--- src/rtl/ifetch_unit.sv ---
// Instruction fetch unit: issues sequential reads to a synchronous instruction
// memory and buffers the responses in a small FIFO ahead of the CPU.
`timescale 1ns/1ps

module ifetch_unit #(
    parameter int PC_W   = 5,
    parameter int DATA_W = 32,
    parameter int DEPTH  = 2
) (
    input  logic              CLOCK_50,
    input  logic              reset,
    output logic [PC_W-1:0]   imem_addr,
    output logic              imem_rd,
    input  logic [DATA_W-1:0] imem_data,
    output logic [DATA_W-1:0] instr,
    output logic [PC_W-1:0]   instr_pc,
    output logic              instr_valid,
    input  logic              instr_ready,
    input  logic              redirect,
    input  logic [PC_W-1:0]   redirect_pc,
    input  logic              halt
);

    localparam int AW = (DEPTH > 1) ? $clog2(DEPTH) : 1;
    localparam int CW = $clog2(DEPTH + 1);

    logic [PC_W-1:0]   r_fetch_pc;
    logic [CW-1:0]     r_count;
    logic              r_inflight;
    logic [PC_W-1:0]   r_inflight_pc;
    logic [AW-1:0]     r_rd_ptr;
    logic [AW-1:0]     r_wr_ptr;
    logic [DATA_W-1:0] r_fifo_instr [DEPTH];
    logic [PC_W-1:0]   r_fifo_pc    [DEPTH];

    logic              w_pop;
    logic              w_push;
    logic [CW:0]       w_occ;

    assign w_pop  = instr_valid && instr_ready;
    assign w_push = r_inflight && !redirect;

    // Occupancy after this edge if nothing new were issued; a pop implies count>=1, so no underflow.
    assign w_occ  = (CW+1)'(r_count) + (CW+1)'(r_inflight) - (CW+1)'(w_pop);

    assign imem_rd   = !reset && !halt && !redirect && (w_occ < (CW+1)'(DEPTH));
    assign imem_addr = r_fetch_pc;

    assign instr_valid = (r_count != CW'(0));
    assign instr       = instr_valid ? r_fifo_instr[r_rd_ptr] : {DATA_W{1'b0}};
    assign instr_pc    = instr_valid ? r_fifo_pc[r_rd_ptr]    : {PC_W{1'b0}};

    // Fetch PC, in-flight tracking, FIFO pointers/count and FIFO storage.
    always_ff @(posedge CLOCK_50 or posedge reset) begin
        if (reset) begin
            r_fetch_pc    <= {PC_W{1'b0}};
            r_count       <= CW'(0);
            r_inflight    <= 1'b0;
            r_inflight_pc <= {PC_W{1'b0}};
            r_rd_ptr      <= AW'(0);
            r_wr_ptr      <= AW'(0);
            for (int i = 0; i < DEPTH; i++) begin
                r_fifo_instr[i] <= {DATA_W{1'b0}};
                r_fifo_pc[i]    <= {PC_W{1'b0}};
            end
        end else if (redirect) begin
            // Flush wins over any pop; the stale response is dropped.
            r_fetch_pc <= redirect_pc;
            r_count    <= CW'(0);
            r_inflight <= 1'b0;
            r_rd_ptr   <= AW'(0);
            r_wr_ptr   <= AW'(0);
        end else begin
            if (imem_rd) begin
                r_fetch_pc    <= r_fetch_pc + PC_W'(1);
                r_inflight    <= 1'b1;
                r_inflight_pc <= r_fetch_pc;
            end else if (w_push) begin
                r_inflight <= 1'b0;
            end else begin
                r_inflight <= r_inflight;
            end

            if (w_push) begin
                r_fifo_instr[r_wr_ptr] <= imem_data;
                r_fifo_pc[r_wr_ptr]    <= r_inflight_pc;
                r_wr_ptr               <= r_wr_ptr + AW'(1);
            end

            if (w_pop) begin
                r_rd_ptr <= r_rd_ptr + AW'(1);
            end

            case ({w_push, w_pop})
                2'b10:   r_count <= r_count + CW'(1);
                2'b01:   r_count <= r_count - CW'(1);
                default: r_count <= r_count;
            endcase
        end
    end

endmodule

--- config.mk ---
export PLATFORM = sky130hd
export DESIGN_NAME = ifetch_unit
export DESIGN_NICKNAME = d
export VERILOG_FILES = /design/src/rtl/ifetch_unit.sv
export SDC_FILE = /design/constraint.sdc
export NUM_CORES = 1
export LEC_CHECK = 0
export BUFFER_PORTS_ARGS = -buffer_cell sky130_fd_sc_hd__buf_4
export CELL_PAD_IN_SITES_DETAIL_PLACEMENT = 1
export CELL_PAD_IN_SITES_GLOBAL_PLACEMENT = 1
export CORE_MARGIN = 5
export CORE_UTILIZATION = 30
export CTS_CLUSTER_DIAMETER = 60
export DETAILED_ROUTE_END_ITERATION = 16
export GPL_TIMING_DRIVEN = 0
export PLACE_DENSITY_LB_ADDON = 0.08
export SLEW_MARGIN = 25
export SYNTH_ARGS = -nofsm -noshare
export SYNTH_HDL_FRONTEND = slang
export SYNTH_SLANG_ARGS = --single-unit
--- constraint.sdc ---
create_clock -name CLOCK_50 -period 5.5 [get_ports CLOCK_50]
set_input_delay 0.55 -clock CLOCK_50 [delete_from_list [all_inputs] [get_ports CLOCK_50]]
set_output_delay 0.55 -clock CLOCK_50 [all_outputs]
set_load 0.1 [all_outputs]
==> Yosys cells after proc, flatten, opt, wreduce, memory -nomap -nowiden <==
Cells that the tools add are included.
{ "word_totals": {"regBits": 89, "output_inout_bits": 44, "wordCells": 68} }
{ "classes": {"add_sub_neg": 7, "magnitude_cmp": 4, "n_eq_ne": 2, "mux": 25, "bitwise": 3, "n_reduce_logical": 17} }
{ "ops": {"columns": ["cell", "count"], "rows": [
  ["$mux W32", 5],
  ["$bwmux W64", 1],
  ["$mux W5", 7],
  ["$demux W32 S1", 1],
  ["$bwmux W10", 1],
  ["$reduce_bool A2 Y1", 4],
  ["$mux W1", 7],
  ["$logic_and A1 B1 Y1", 6],
  ["$reduce_bool A3 Y1", 2],
  ["$add A5 B1 Y5 const B", 1],
  ["$demux W5 S1", 1],
  ["$ge A2 B2 Y1 const B", 2],
  ["$not A1 Y2", 2],
  ["$pmux W2 S2", 1],
  ["$reduce_and A2 Y1", 2],
  ["$add A2 B1 Y3", 1],
  ["$logic_not A1 Y1", 3],
  ["$lt A3 B2 Y1 const B", 1],
  ["$sub A3 B1 Y3", 1],
  ["$add A1 B1 Y1 const B", 2],
  ["$add A2 B1 Y2 const B", 1],
  ["$eq A2 B1 Y1 const B", 1],
  ["$eq A2 B2 Y1 const B", 1],
  ["$lt A2 B1 Y1 const B", 1],
  ["other kinds (3)", 3]
]} }

==> Depth between registers and ports, before layout <==
Gate-level depths: netlist of the first run.
{ "logic_depth": {"depth_word": 7, "depth_mapped": 9, "ltp_nobuf": 9} }

==> Worst setup path before layout of the first run <==
Ideal clock, no wire load.
{ "synth_timing": {"path_type": "reg-to-output", "startpoint": "register r_count[1]", "endpoint": "output port imem_rd", "arrival_time_ps": 2426, "t_required_ps": 4950, "slack_ps": 2524, "path_stages_with_launch": 9, "cell_sequence": "dfrtp_1 > o21ai_0 > inv_1 > ha_1 > nand2b_1 > fa_1 > xor2_2 > nand2b_1 > inv_2"} }
{ "synth_between": {"elab_chain_cells": 5} }
{ "synth_rtl": {"columns": ["element", "line", "rtl"], "rows": [
  ["start, declared", "28", "logic [CW-1:0] r_count;"],
  ["start signal, assigned", "95", "2'b10: r_count <= r_count + CW'(1);"],
  ["start signal, assigned", "96", "2'b01: r_count <= r_count - CW'(1);"],
  ["start signal, assigned", "97", "default: r_count <= r_count;"],
  ["parallel branches: the longest is 2 deep, another holds $add A2 B1 Y3", null, null],
  ["$sub A3 B1 Y3 (*)", "44", "assign w_occ = (CW+1)'(r_count) + (CW+1)'(r_inflight) - (CW+1)'(w_pop);"],
  ["$lt A3 B2 Y1 (*)", "46", "assign imem_rd = !reset && !halt && !redirect && (w_occ < (CW+1)'(DEPTH));"],
  ["$logic_and A1 B1 Y1 (*)", "46", null],
  ["end, declared", "13", "output logic imem_rd,"]
]} }
Every way passes the cells marked *.

==> Final worst setup path of the first run <==
Ends and elaborated chain as after synthesis.

==> report_table.html, run 1 <==
<table>
<tr><th>Metric</th><th>Value</th></tr>
<tr><th colspan="2">Yosys</th></tr>
<tr><td>Proportion of synthesized chip area in sequential cells</td><td>54.1%</td></tr>
<tr><td>Fraction of registers with async set/reset</td><td>100%</td></tr>
<tr><td>Area leader, netlist</td><td>sky130_fd_sc_hd__dfrtp_1</td></tr>
<tr><td>Synthesized net count</td><td>358</td></tr>
<tr><td>Gate count after technology mapping</td><td>313</td></tr>
<tr><td>Largest cells by area after synthesis</td><td>sky130_fd_sc_hd__dfrtp_1 54%, sky130_fd_sc_hd__mux2_2 21%, sky130_fd_sc_hd__mux2i_1 9.0%</td></tr>
<tr><td>Yosys warnings</td><td>0</td></tr>
<tr><td>Main flop type after synthesis</td><td>sky130_fd_sc_hd__dfrtp_1</td></tr>
<tr><td>Mean cell area of the mapped netlist</td><td>13.2 um2</td></tr>
<tr><td>Yosys cell types</td><td>40</td></tr>
<tr><td>Share of the synthesized area in the top cell type</td><td>54.1%</td></tr>
<tr><td>Number of synthesized register bits</td><td>89</td></tr>
<tr><td>Number of flops mapped to enable cells by yosys</td><td>0</td></tr>
<tr><td>Netlist Area Pre-Place</td><td>4120 um2</td></tr>
<tr><th colspan="2">Timing</th></tr>
<tr><td>Fmax achieved</td><td>0.272 GHz</td></tr>
<tr><td>Worst hold margin</td><td>0.226 ns</td></tr>
<tr><td>Final-report setup violation count</td><td>0</td></tr>
<tr><td>Sum Neg Setup Slack</td><td>0 ns</td></tr>
<tr><td>Relative max-transition margin</td><td>57.4%</td></tr>
<tr><td>RSZ-0062 raised after global routing</td><td>no</td></tr>
<tr><td>Final worst-path setup slack</td><td>1.82 ns</td></tr>
<tr><td>Transition time at the pin with the least slew margin</td><td>0.637 ns</td></tr>
<tr><td>Final hold violation count</td><td>0</td></tr>
<tr><td>Min cycle time layout</td><td>3.68 ns</td></tr>
<tr><td>Final period utilization</td><td>66.8%</td></tr>
<tr><td>Clock Skew</td><td>0.00463 ns</td></tr>
<tr><td>Pins Over Slew Limit</td><td>0</td></tr>
<tr><th colspan="2">Clock network</th></tr>
<tr><td>Buffers inserted during post-CTS setup optimization</td><td>0</td></tr>
<tr><td>Cts hold-fix bufs</td><td>0</td></tr>
<tr><td>CTS clk-pin slew, worst paths</td><td>0.06 ns</td></tr>
<tr><td>Latest clock arrival within the worst-skew pair</td><td>0.34 ns</td></tr>
<tr><td>Number of H-tree branching levels</td><td>3</td></tr>
<tr><td>CTS tree</td><td>done</td></tr>
<tr><td>Maximum buffer depth of the clock tree</td><td>2</td></tr>
<tr><td>Root buffer selected by CTS</td><td>sky130_fd_sc_hd__clkbuf_16</td></tr>
<tr><td>Count of instances resized after the clock tree is built</td><td>0</td></tr>
<tr><td>TritonCTS sink count</td><td>89</td></tr>
<tr><td>Clock buffer count from CTS</td><td>9</td></tr>
<tr><th colspan="2">Place</th></tr>
<tr><td>Placed cell areas</td><td>5000 um2</td></tr>
<tr><td>Quantity of I/O buffers inserted on ports</td><td>84</td></tr>
<tr><td>Total half-perimeter wirelength after legalization and detailed placement</td><td>7090 um</td></tr>
<tr><td>Total placed cells including tap cells</td><td>574</td></tr>
<tr><td>Routability cong.</td><td>0.706</td></tr>
<tr><td>Pre-CTS setup slack</td><td>2.18 ns</td></tr>
<tr><th colspan="2">Finish</th></tr>
<tr><td>Synthesis-to-layout area growth</td><td>27.6%</td></tr>
<tr><td>Share of the core filled with cells in the final layout</td><td>39.4%</td></tr>
<tr><td>Design area</td><td>5250 um2</td></tr>
<tr><td>Final net count</td><td>454</td></tr>
<tr><td>Antenna Cells</td><td>0</td></tr>
<tr><td>Fraction of layout cells with a size suffix above 1</td><td>46.7%</td></tr>
<tr><td>Number of standard cells in the final layout excluding fillers</td><td>587</td></tr>
<tr><th colspan="2">Floorplan</th></tr>
<tr><td>Area of the core</td><td>13,300 um2</td></tr>
<tr><td>Width of the die</td><td>127 um</td></tr>
<tr><td>Initial standard-cell utilization of the core</td><td>30.9%</td></tr>
<tr><td>Io pins</td><td>86</td></tr>
<tr><td>Cell Rows</td><td>42</td></tr>
<tr><td>Die Area</td><td>16,200 um2</td></tr>
<tr><td>Die extent in y</td><td>127 um</td></tr>
<tr><th colspan="2">Power and ir drop</th></tr>
<tr><td>Pint</td><td>1.28 mW</td></tr>
<tr><td>Net Sw Power</td><td>0.545 mW</td></tr>
<tr><td>Net switching share of the total power</td><td>29.8%</td></tr>
<tr><td>Largest vdd supply drop</td><td>0.142 mV</td></tr>
<tr><td>Share of total power in the clock network</td><td>30.3%</td></tr>
<tr><td>Power Dens Cells</td><td>348 nW/um2</td></tr>
<tr><td>Final Power</td><td>1.83 mW</td></tr>
<tr><td>Combinational group share of total power</td><td>22.3%</td></tr>
<tr><td>P_leak</td><td>2.41 nW</td></tr>
<tr><td>Part of the power in registers</td><td>47.4%</td></tr>
<tr><th colspan="2">Drt</th></tr>
<tr><td>Vias/cell</td><td>4.68</td></tr>
<tr><td>Vias</td><td>2,749</td></tr>
<tr><td>Router iterations before antenna repair</td><td>4</td></tr>
<tr><td>Detailed Route Iter0 Violations</td><td>96</td></tr>
<tr><td>Average wire per cell in the routed design</td><td>17.0 um</td></tr>
<tr><td>Routed WL</td><td>9990 um</td></tr>
<tr><td>Total DRC errors in the routed layout</td><td>0</td></tr>
<tr><td>Post-route antenna net violation count</td><td>0</td></tr>
<tr><th colspan="2">Setup path</th></tr>
<tr><td>Data required time of the critical path</td><td>4.95 ns</td></tr>
<tr><td>Worst-case reg-to-reg path depth</td><td>9</td></tr>
<tr><td>Critical path capture point type</td><td>primary output</td></tr>
<tr><td>Sum of buffers and inverters on the critical path</td><td>3</td></tr>
<tr><td>Largest stage delay, worst path</td><td>0.51 ns</td></tr>
<tr><td>Critical path startpoint category</td><td>register</td></tr>
<tr><td>Count of cell instances traversed by the critical path</td><td>9</td></tr>
<tr><td>Cell type of the slowest stage on the worst timing path</td><td>sky130_fd_sc_hd__fa_1</td></tr>
<tr><td>Arrival time of data at the critical path endpoint</td><td>3.13 ns</td></tr>
<tr><td>Most prevalent standard cell on the critical path</td><td>sky130_fd_sc_hd__nand2b_1</td></tr>
<tr><td>Top cell family by delay on the critical path</td><td>adder cells</td></tr>
<tr><td>Critical-path maximum fanout</td><td>7</td></tr>
<tr><td>Start-to-end type of the worst setup path</td><td>register to primary output</td></tr>
<tr><td>Chain of cells forming the critical path</td><td>o21ai_0 -&gt; inv_1 -&gt; ha_1 -&gt; nand2b_1 -&gt; fa_1 -&gt; nor4b_2 -&gt; nand2b_1 -&gt; inv_2 -&gt; buf_4</td></tr>
<tr><th colspan="2">Global routing</th></tr>
<tr><td>Pin count of the biggest net entering global routing</td><td>53</td></tr>
<tr><td>Total overflow reported by the global router</td><td>0</td></tr>
<tr><td>First-pass GRT wire length</td><td>16,400 um</td></tr>
<tr><td>Initial antenna violation count</td><td>0</td></tr>
<tr><td>Overall fraction of global-route tracks in use</td><td>12.9%</td></tr>
<tr><td>Vias in the first global route</td><td>3,080</td></tr>
<tr><th colspan="2">Flow run</th></tr>
<tr><td>Number of max-cap violations</td><td>0</td></tr>
<tr><th colspan="2">Hold path</th></tr>
<tr><td>Worst min-delay path category</td><td>primary input to asynchronous set/reset pin</td></tr>
<tr><th colspan="2">Outcome</th></tr>
<tr><td>Status</td><td>complete, no violations</td></tr>
</table>
[cells in the final DEF, fill, tap and decap left out, types with 3 or more instances in the layout]
cell                        count
sky130_fd_sc_hd__dfrtp_1       89
sky130_fd_sc_hd__buf_4         88
sky130_fd_sc_hd__mux2_2        77
sky130_fd_sc_hd__nor2_1        41
sky130_fd_sc_hd__mux2i_1       37
sky130_fd_sc_hd__clkbuf_16      9
sky130_fd_sc_hd__inv_1          6
sky130_fd_sc_hd__clkbuf_1       6
sky130_fd_sc_hd__buf_2          5
sky130_fd_sc_hd__nand3_1        4
sky130_fd_sc_hd__o21ai_0        4
sky130_fd_sc_hd__buf_6          3
sky130_fd_sc_hd__nand2_1        3
[synth_stat cells (all sizes together), types with 2 or more instances]
master / number
inv: 9
xor2: 2
o211ai: 2
clkbuf: 4
o21ai: 4
nand3: 5
nor3: 2
buf: 12
dfrtp: 89
or4b: 2
nor2: 41
mux2i: 37
nand2: 3
nand2b: 2
ha: 2
o311ai: 2
mux2: 79
[sequential cells by signal (all words and copies together) (netlist names)]
name           flops
r_fifo_pc         10
imem_addr          5
r_inflight         1
r_count            2
r_wr_ptr           1
r_fifo_instr      64
r_rd_ptr           1
r_inflight_pc      5
[final cells by class]
cell class | instances | area, um2
Inverter | 10 | 42.5
Buffer | 16 | 104
Sequential cell | 89 | 2230
Fill cell | 1447 | 8090
Clock buffer | 12 | 246
Clock inverter | 1 | 5.00
Timing Repair Buffer | 85 | 658
Multi-Input combinational cell | 198 | 1750
Tap cell | 176 | 220
[path summary, 6_finish.rpt]
path / from / end / slack (ns)
worst max register to register: r_count[1] / imem_addr[2] / 2.49
worst min register to register: r_fifo_instr[44] / r_fifo_instr[44] / 0.49
min in group CLOCK_50: redirect_pc[3] / imem_addr[3] / 0.43
worst min-delay path: reset / imem_addr[3] / 0.23
max in group asynchronous: reset / r_fifo_instr[13] / 4.69
worst max-delay path: r_count[1] / imem_rd / 1.82
[layer usage]
metal  part of all wire [%]  track usage (%)  vias up
met1                     47             17.6     1394
li1                       -                -     1288
met5                      0                0        -
met2                     47             20.0       56
met4                    1.9             5.30        0
met3                    3.6             2.71       11
[worst reg2reg max path, cell delays in order, from the launching register on]
cell and delay (ns):
sky130_fd_sc_hd__dfrtp_1 0.48, sky130_fd_sc_hd__o21ai_0 0.35, sky130_fd_sc_hd__inv_1 0.08, sky130_fd_sc_hd__ha_1 0.27
sky130_fd_sc_hd__nand2b_1 0.15, sky130_fd_sc_hd__fa_1 0.51, sky130_fd_sc_hd__or3b_1 0.35, sky130_fd_sc_hd__buf_2 0.17
sky130_fd_sc_hd__or4_1 0.40, sky130_fd_sc_hd__a31oi_1 0.17
[cell families after synthesis]
kind of cell	synth area share, %
xor gates and xnor gates	0.820
muxes	30.6
DFF	54.1
adders and majority gates	1.09
and+or+nand+nor	7.56
buffers and inverters	3.43
AOI/OAI and AO/OA	2.43
[power groups by stage]
stage	sequential (mW)	combinational, mW	clock [mW]
finish	0.867	0.409	0.554
global route	0.886	0.449	0.598
CTS	0.869	0.417	0.573
detailed placement	0.881	0.415	0
global placement	0.873	0.402	0
floorplan	0.884	0.295	0
Note: power is estimated with default switching activity, not from simulation.
==> inputs of run 2 (changes only) <==
Clock period 5.5 ns to 3.1 ns, I/O delays scaled along.
==> report_table.html, run 2 (synthesized netlist as in run 1, its figures left out) <==
<table>
<tr><th>Metric</th><th>Value</th></tr>
<tr><th colspan="2">Outcome</th></tr>
<tr><td>Status</td><td>complete, no violations</td></tr>
<tr><th colspan="2">Finish</th></tr>
<tr><td>Filler cell count in the final layout</td><td>1,446</td></tr>
<tr><td>Max FFs per register</td><td>64</td></tr>
<tr><td>Register area</td><td>2230 um2</td></tr>
<tr><td>Leading cell type in the layout, fill and taps excluded</td><td>sky130_fd_sc_hd__buf_4</td></tr>
<tr><td>Antenna Cells</td><td>0</td></tr>
<tr><td>Multi-input logic area</td><td>1780 um2</td></tr>
<tr><td>Top flop regs</td><td>r_fifo_instr (64), r_fifo_pc (10)</td></tr>
<tr><td>Synthesis-to-layout area growth</td><td>30.0%</td></tr>
<tr><td>Commonest cells after routing, fill and taps aside</td><td>93 x sky130_fd_sc_hd__buf_4, 87 x sky130_fd_sc_hd__dfrtp_1, 77 x sky130_fd_sc_hd__mux2_2</td></tr>
<tr><td>Register containing the most flip-flops in the final layout</td><td>r_fifo_instr</td></tr>
<tr><td>Fraction of layout cells with a size suffix above 1</td><td>48.1%</td></tr>
<tr><td>Final net count</td><td>461</td></tr>
<tr><th colspan="2">Floorplan</th></tr>
<tr><td>Width of the die</td><td>127 um</td></tr>
<tr><td>Die Area</td><td>16,200 um2</td></tr>
<tr><td>Io pins</td><td>86</td></tr>
<tr><td>Cell Rows</td><td>42</td></tr>
<tr><td>Die extent in y</td><td>127 um</td></tr>
<tr><td>Area of the core</td><td>13,300 um2</td></tr>
<tr><td>Initial standard-cell utilization of the core</td><td>30.9%</td></tr>
<tr><th colspan="2">Drt</th></tr>
<tr><td>Total DRC errors in the routed layout</td><td>0</td></tr>
<tr><td>Post-route antenna net violation count</td><td>0</td></tr>
<tr><td>Vias</td><td>2,772</td></tr>
<tr><td>Routed WL</td><td>10,100 um</td></tr>
<tr><td>Average wire per cell in the routed design</td><td>17.0 um</td></tr>
<tr><td>Vias/cell</td><td>4.67</td></tr>
<tr><td>Router iterations before antenna repair</td><td>4</td></tr>
<tr><td>Detailed Route Iter0 Violations</td><td>93</td></tr>
<tr><th colspan="2">Setup path</th></tr>
<tr><td>Critical-path maximum fanout</td><td>7</td></tr>
<tr><td>Sum of buffers and inverters on the critical path</td><td>3</td></tr>
<tr><td>Worst-case reg-to-reg path depth</td><td>9</td></tr>
<tr><td>Start-to-end type of the worst setup path</td><td>register to primary output</td></tr>
<tr><td>Setup crit end</td><td>imem_rd</td></tr>
<tr><td>End of the worst register-to-register path</td><td>imem_addr[2]</td></tr>
<tr><td>Slack of the worst reg-to-reg path</td><td>0.32 ns</td></tr>
<tr><td>Worst setup path startpoint</td><td>r_count[0]</td></tr>
<tr><td>Critical path capture point type</td><td>primary output</td></tr>
<tr><td>Cell type of the slowest stage on the worst timing path</td><td>sky130_fd_sc_hd__fa_1</td></tr>
<tr><td>Chain of cells forming the critical path</td><td>o21ai_4 -&gt; inv_1 -&gt; ha_1 -&gt; nand2b_1 -&gt; fa_1 -&gt; nor4b_4 -&gt; nand2b_1 -&gt; inv_2 -&gt; buf_12</td></tr>
<tr><td>Data required time of the critical path</td><td>2.79 ns</td></tr>
<tr><td>Arrival time of data at the critical path endpoint</td><td>2.65 ns</td></tr>
<tr><td>Count of cell instances traversed by the critical path</td><td>9</td></tr>
<tr><td>Largest stage delay, worst path</td><td>0.51 ns</td></tr>
<tr><td>Top cell family by delay on the critical path</td><td>adder cells</td></tr>
<tr><td>Most prevalent standard cell on the critical path</td><td>sky130_fd_sc_hd__nand2b_1</td></tr>
<tr><td>Launching point of the worst reg2reg path</td><td>r_count[0]</td></tr>
<tr><td>Critical path startpoint category</td><td>register</td></tr>
<tr><th colspan="2">Flow run</th></tr>
<tr><td>Number of max-cap violations</td><td>0</td></tr>
<tr><th colspan="2">Clock network</th></tr>
<tr><td>Latest clock arrival within the worst-skew pair</td><td>0.34 ns</td></tr>
<tr><td>Root buffer selected by CTS</td><td>sky130_fd_sc_hd__clkbuf_16</td></tr>
<tr><td>Maximum buffer depth of the clock tree</td><td>2</td></tr>
<tr><td>Number of H-tree branching levels</td><td>3</td></tr>
<tr><td>CTS clk-pin slew, worst paths</td><td>0.06 ns</td></tr>
<tr><td>TritonCTS sink count</td><td>89</td></tr>
<tr><td>CTS tree</td><td>done</td></tr>
<tr><td>Clock buffer count from CTS</td><td>9</td></tr>
<tr><th colspan="2">Place</th></tr>
<tr><td>Routability cong.</td><td>0.706</td></tr>
<tr><td>Quantity of I/O buffers inserted on ports</td><td>84</td></tr>
<tr><td>Total half-perimeter wirelength after legalization and detailed placement</td><td>7090 um</td></tr>
<tr><th colspan="2">Hold path</th></tr>
<tr><td>Worst min-delay path category</td><td>primary input to register</td></tr>
<tr><th colspan="2">Global routing</th></tr>
<tr><td>Initial antenna violation count</td><td>0</td></tr>
<tr><td>First-pass GRT wire length</td><td>16,400 um</td></tr>
<tr><td>Total overflow reported by the global router</td><td>0</td></tr>
<tr><td>Pin count of the biggest net entering global routing</td><td>53</td></tr>
<tr><td>Overall fraction of global-route tracks in use</td><td>12.9%</td></tr>
<tr><td>Vias in the first global route</td><td>3,086</td></tr>
<tr><th colspan="2">Power and ir drop</th></tr>
<tr><td>Power Dens Cells</td><td>607 nW/um2</td></tr>
<tr><td>Part of the power in registers</td><td>47.3%</td></tr>
<tr><td>Net switching share of the total power</td><td>29.7%</td></tr>
<tr><td>Pint</td><td>2.29 mW</td></tr>
<tr><td>Share of total power in the clock network</td><td>30.1%</td></tr>
<tr><td>P_leak</td><td>2.46 nW</td></tr>
<tr><td>Largest vdd supply drop</td><td>0.253 mV</td></tr>
<tr><td>Combinational group share of total power</td><td>22.6%</td></tr>
<tr><td>Net Sw Power</td><td>0.965 mW</td></tr>
<tr><td>Final Power</td><td>3.25 mW</td></tr>
<tr><th colspan="2">Timing</th></tr>
<tr><td>Pins Over Slew Limit</td><td>0</td></tr>
<tr><td>Final-report setup violation count</td><td>0</td></tr>
<tr><td>Min cycle time layout</td><td>2.96 ns</td></tr>
<tr><td>Fmax achieved</td><td>0.338 GHz</td></tr>
<tr><td>Final period utilization</td><td>95.3%</td></tr>
<tr><td>Clock Skew</td><td>0.00414 ns</td></tr>
<tr><td>Final hold violation count</td><td>0</td></tr>
<tr><td>Worst hold margin</td><td>0.189 ns</td></tr>
<tr><td>Transition time at the pin with the least slew margin</td><td>0.639 ns</td></tr>
<tr><td>Relative max-transition margin</td><td>57.3%</td></tr>
</table>
run 2: area by class of cell:
class | count | share of cell area (%)
Buffer | 16 | 1.94
Clock inverter | 1 | 0.0935
Sequential cell | 89 | 41.6
Timing Repair Buffer | 92 | 13.6
Multi-Input combinational cell | 198 | 33.3
Clock buffer | 12 | 4.60
Tap cell | 176 | 4.11
Inverter | 10 | 0.794
run 2: layer usage:
metal,routed length (um),vias to the layer above,GRT usage [%]
li1,-,1303,-
met3,353,10,2.71
met2,4770,55,20.0
met5,0,-,0
met1,4770,1404,17.6
met4,185,0,5.30
run 2: how the worst min path moves through the flow:
stage | startpoint | end | slack, ns | cells after the start
after floorplan | redirect_pc[3] | imem_addr[3] | 0.44 | 2
after global placement | r_fifo_instr[44] | r_fifo_instr[44] | 0.47 | 1
after detailed placement | reset | imem_addr[3] | 0.36 | 2
after CTS | redirect_pc[3] | imem_addr[3] | 0.18 | 3
after global routing | imem_data[13] | r_fifo_instr[13] | 0.21 | 2
final | redirect_pc[3] | imem_addr[3] | 0.19 | 3
run 2: power groups by stage:
stage	Sequential, mW	Clock [mW]	Combinational (mW)
5_1_grt	1.57	1.06	0.806
2_1_floorplan	1.57	0	0.524
3_3_place_gp	1.55	0	0.713
6_report	1.54	0.979	0.734
3_5_place_dp	1.56	0	0.737
4_1_cts	1.54	1.02	0.746
run 2: stage by stage:
stage	worst slack (ns)	area (um2)	utilization (%)	setup TNS, ns	std cells
after global placement	-0.858	4970	37.2	-75.75	573
after global routing	-0.00563	5360	40.1	-0.00563	594
after CTS	0.0110	5300	39.7	0	589
after floorplan	0.162	4120	-	0	313
after detailed placement	0.0263	5000	37.5	0	574
final	0.144	5360	40.1	0	594
run 2: what timing repair did:
item / CTS / global route
hold endpoints to repair: 37 / 0
pin swaps: 0 / 1
hold buffers: 1 / 0
cloned: 0 / 0
resized for setup: 7 / 3
setup endpoints to repair: 1 / 1
buffers inserted: 1 / 5
run 2: tightest hold or removal path, cell delays in order:
cell,delay (ns)
sky130_fd_sc_hd__buf_4,0.08
sky130_fd_sc_hd__nand2_1,0.04
sky130_fd_sc_hd__nand3_1,0.06
